**src/rtl/flag_unit.sv**
```systemverilog
// Carry/zero flag unit: one-entry pending M-stage update, committed at the end of M.
// Build option FLAG_FWD_EN forwards the pending update to EX; otherwise EX is stalled on a hazard.
module flag_unit #(
  parameter logic RESET_C = 1'b0,
  parameter logic RESET_Z = 1'b0
) (
  input  logic       clk,
  input  logic       rst,
  input  logic       stall,
  input  logic       flush,
  input  logic       ex_valid,
  input  logic [3:0] ex_opcode,
  input  logic [1:0] ex_funct,
  input  logic       ex_wb_en,
  input  logic       alu_carry,
  input  logic       alu_zero,
  input  logic       mem_load_zero,
  output logic       C_flag,
  output logic       Z_flag,
  output logic       arch_c,
  output logic       arch_z,
  output logic       flag_stall
);

  logic upd;
  logic dec_c_we, dec_z_we, dec_lw;
  logic m_c_we, m_z_we, m_lw, m_c, m_z;
  logic m_z_val;

  assign upd = ex_valid & ex_wb_en & ~flush;

  always_comb begin
    dec_c_we = 1'b0;
    dec_z_we = 1'b0;
    dec_lw   = 1'b0;
    case (ex_opcode)
      4'b0000, 4'b0001: begin
        dec_c_we = upd;
        dec_z_we = upd;
      end
      4'b0010: dec_z_we = upd;
      4'b0100: begin
        dec_z_we = upd;
        dec_lw   = 1'b1;
      end
      default: ;
    endcase
  end

  // A load's Z comes from the data returning in M, not from the ALU.
  assign m_z_val = m_lw ? mem_load_zero : m_z;

  always_ff @(posedge clk) begin
    if (rst) begin
      m_c_we <= 1'b0;
      m_z_we <= 1'b0;
      m_lw   <= 1'b0;
      m_c    <= 1'b0;
      m_z    <= 1'b0;
    end else if (flush) begin
      m_c_we <= 1'b0;
      m_z_we <= 1'b0;
      m_lw   <= 1'b0;
    end else if (!stall) begin
      m_c_we <= dec_c_we;
      m_z_we <= dec_z_we;
      m_lw   <= dec_lw;
      m_c    <= alu_carry;
      m_z    <= alu_zero;
    end
  end

  // Flush drains the older M entry even while the pipe is otherwise frozen.
  always_ff @(posedge clk) begin
    if (rst) begin
      arch_c <= RESET_C;
      arch_z <= RESET_Z;
    end else if (!stall || flush) begin
      if (m_c_we) arch_c <= m_c;
      if (m_z_we) arch_z <= m_z_val;
    end
  end

`ifdef FLAG_FWD_EN
  logic unused_funct;
  assign unused_funct = ^ex_funct;
  assign C_flag     = m_c_we ? m_c : arch_c;
  assign Z_flag     = m_z_we ? m_z_val : arch_z;
  assign flag_stall = 1'b0;
`else
  logic ex_cond;
  assign ex_cond    = ex_valid & ((ex_opcode == 4'b0000) | (ex_opcode == 4'b0010));
  assign C_flag     = arch_c;
  assign Z_flag     = arch_z;
  assign flag_stall = ex_cond & (((ex_funct == 2'b10) & m_c_we) |
                                 ((ex_funct == 2'b01) & m_z_we));
`endif

endmodule

```
**config.mk**
```make
export PLATFORM = sky130hd
export DESIGN_NAME = flag_unit
export DESIGN_NICKNAME = d
export VERILOG_FILES = /design/src/rtl/flag_unit.sv
export SDC_FILE = /design/constraint.sdc
export NUM_CORES = 1
export LEC_CHECK = 0
export CAP_MARGIN = 0
export CORE_AREA = 4 4 41 43
export DETAILED_ROUTE_END_ITERATION = 10
export DIE_AREA = 0 0 45 47
export DONT_BUFFER_PORTS = 1
export GPL_ROUTABILITY_DRIVEN = 0
export HOLD_SLACK_MARGIN = 0.08
export MAX_ROUTING_LAYER = met4
export PLACE_DENSITY_LB_ADDON = 0.1
export SLEW_MARGIN = 10
export SYNTH_ARGS = -nofsm -noshare
export SYNTH_HDL_FRONTEND = slang
export SYNTH_SLANG_ARGS = --single-unit
export TNS_END_PERCENT = 1
```
**constraint.sdc**
```tcl
create_clock -name clk -period 2.5 [get_ports clk]
set_input_delay 0.5 -clock clk [delete_from_list [all_inputs] [get_ports clk]]
set_output_delay 0.5 -clock clk [all_outputs]
set_load 0.05 [all_outputs]
```
==> results.py <==
metrics = {
    "power_and_ir_drop": {
        "power.clock.fraction_pct": 45.7,
        "power_frac_comb_pct": 5.2,
        "p_switching_mw": 0.0523,
        "ir_worst_vdd_mv": 0.183,
        "power.leakage_nw": 0.130,
        "p_int_mw": 0.181,
        "power.density_nw_per_um2": 577,
        "sw_frac_of_total_pct": 22.4,
        "seq_power_share_pct": 49.1,
    },
    "place": {
        "dp_slack_ps": 738,
        "io_buffers": 0,
        "placed_cells": 53,
        "dp_hpwl_um": 605,
    },
    "sta": {
        "fin_tns_setup_ps": 0,
        "holdWs_ps": 304,
        "max_freq_mhz": 542,
        "tightestPinTransition_ps": 317,
        "layout_min_cycle_time_ps": 1850,
        "fin_ws_ps": 654,
        "final_max_slew_viol_count": 0,
        "rsz0062_at_grt": "no",
        "finalCritPeriodShare_pct": 73.8,
        "setup_violations": 0,
        "fin_skew_ps": 5.63,
        "finalHoldViolations": 0,
        "max_slew_margin_pct": 78.6,
    },
    "clock_tree": {
        "cts_tree": "done",
        "ctsRootBufferMaster": "clkbuf_4",
        "post_cts_buffers": 0,
        "h-tree-depth": 1,
        "clk_pin_slew_ps": 60,
        "cts_hold_buf": 0,
        "cts_resized": 0,
        "clock_path_buffers": 2,
        "cts_buffers": 3,
        "cts.sinks": 7,
        "clkLatencyLatePin_ps": 250,
    },
    "drt": {
        "wl_met1_um": 345,
        "drt_iter0_drc": 6,
        "wl_met2_um": 343,
        "vias": 273,
        "route.detailed.drc": 0,
        "wl_met3_um": 71,
        "drt.antenna.violating_nets": 0,
        "routed_wl_um": 767,
        "avgViaCountPerCell": 4.79,
        "highest_layer": "met4",
        "wl_per_cell_um": 13.5,
        "dr.pass1.iters": 4,
    },
    "worst_setup_path": {
        "crit_path_start_kind": "flop",
        "arrival_ps": 1350,
        "critical-path-max-stage-delay_ps": 380,
        "end_kind": "primary output",
        "worstPathRequired_ps": 2000,
        "cp.depth": 3,
        "cp_max_fo": 4,
        "r2r_cells": 3,
        "critPathTopFamily": "flip-flops",
        "cpMaxStageDelayCell": "dfxtp_1",
        "crit_buf_inv": 1,
        "crit_chain": "nand3b_1 > a2111oi_2 > buf_4",
        "worstSetupPathType": "reg2out",
    },
    "global_routing": {
        "grt_first_pass_wirelength_um": 1230,
        "antenna_found_initial": 0,
        "grt_pass1_vias": 291,
        "grt.total_usage_pct": 9.00,
        "overflow": 0,
        "grt_max_degree": 8,
    },
    "floorplanning": {
        "die_y_um": 47,
        "initial_utilization_pct": 26.5,
        "ios": 20,
        "die_width_um": 45,
        "core_um2": 1300,
        "num_rows": 13,
        "die_area_um2": 2120,
    },
    "outcome": {
        "status": "finished, final reports clean",
    },
    "min_path": {
        "hold_depth": 1,
        "min_path_type": "in2reg",
    },
    "logic_synthesis": {
        "syn_area_um2": 345,
        "yosys_warnings": 0,
        "synth_cells": 37,
        "synth-seq-cells": 7,
        "synth_nets": 52,
        "ys_seq_area_share_pct": 40.6,
        "netlist-cell-type-count": 19,
        "avgSynthCellArea_um2": 9.33,
    },
    "cells_and_area": {
        "nets": 58,
        "layout-drive-gt1-share_pct": 21.4,
        "fillCellCount": 156,
        "antenna_cells": 0,
        "finalNonFillerCells": 57,
        "syn2layout_area_growth_pct": 17.0,
        "multi_input_area_um2": 196,
        "seqCellArea_um2": 140,
    },
    "run": {
        "maxCapViolations": 0,
    },
}
-- layer usage --
metal	up-vias	global-route usage, %
met2	10	10.7
met4	0	8.77
met1	115	9.86
met5	-	-
li1	146	-
met3	2	5.36
-- synthesized netlist by cell type, drive strengths merged --
library cell  n  area, um2
a2111oi       1       8.76
or2           1       6.26
a21oi         4       20.0
buf           2       15.0
o21ai         2       10.0
o2bb2ai       2       17.5
nor4b         1       8.76
dfxtp         7        140
nor3          1       5.00
a311oi        1       8.76
nand3b        2       15.0
nand3         1       5.00
nand2         2       7.51
mux2i         2       20.0
a21bo         1       10.0
maj3          1       10.0
nor2          2       7.51
or4           1       11.3
nand2b        3       18.8
-- layout make-up --
type	count	area share (%)
multi-input cells	28	48.6
clock buffers	4	6.50
flip-flops and latches	7	34.7
well taps	15	4.64
repair buffers	3	5.57
-- placed cells by master, fill, tap and decap left out, drive strengths merged --
cell type / instances
a21bo: 1
o21ai: 2
clkbuf: 4
nand3b: 2
maj3: 1
buf: 3
mux2i: 2
a2111oi: 1
dfxtp: 7
o2bb2ai: 2
nand2b: 3
or4: 1
or2: 1
nand2: 2
nor3: 1
a311oi: 1
nand3: 1
a21oi: 4
nor4b: 1
nor2: 2
-- power by group through the flow --
stage	Combinational, mW	Clock (mW)	Sequential (mW)
after global placement	0.0123	0	0.117
after detailed placement	0.0123	0	0.117
after CTS	0.0123	0.112	0.114
after global routing	0.0138	0.118	0.115
after floorplan	0.0104	0	0.117
final	0.0121	0.107	0.114
-- final timing paths --
path,from,endpoint,slack [ps]
worst min-delay path,rst,m_c,300
worst max-delay path,m_c_we,flag_stall,650
worst max register to register,C_flag,C_flag,1480
worst min register to register,m_z,m_z,470
-- worst reg2reg max path, cell delays in order, from the launching register on --
cell and delay, ps:
dfxtp_1 300, buf_4 280, a21bo_1 250, a21oi_1 130
-- registers in the layout, indices dropped and copies added (netlist names) --
signal and count:
m_c_we 1, m_c 1, C_flag 1, m_z 1, Z_flag 1, m_lw 1, m_z_we 1
-- stage by stage --
step	util, %	power [mW]	area [um2]
floorplan	-	0.128	352
global placement	29.0	0.129	378
detailed placement	29.0	0.129	378
CTS	31.1	0.238	404
global route	31.1	0.246	404
finish	31.1	0.233	404
-- logic make-up (layout without fill, tap and decap cells) --
kind of cell,Yosys count,in the layout,synth area share (%)
AO/OA/AOI/OAI,11,11,21.7
adder cells (fa/ha/maj),1,1,2.90
buffers and inverters,2,7,4.35
flip-flops,7,7,40.6
multiplexers,2,2,5.80
AND/OR/NAND/NOR,14,14,24.6
(Power assumes the default switching activity.)
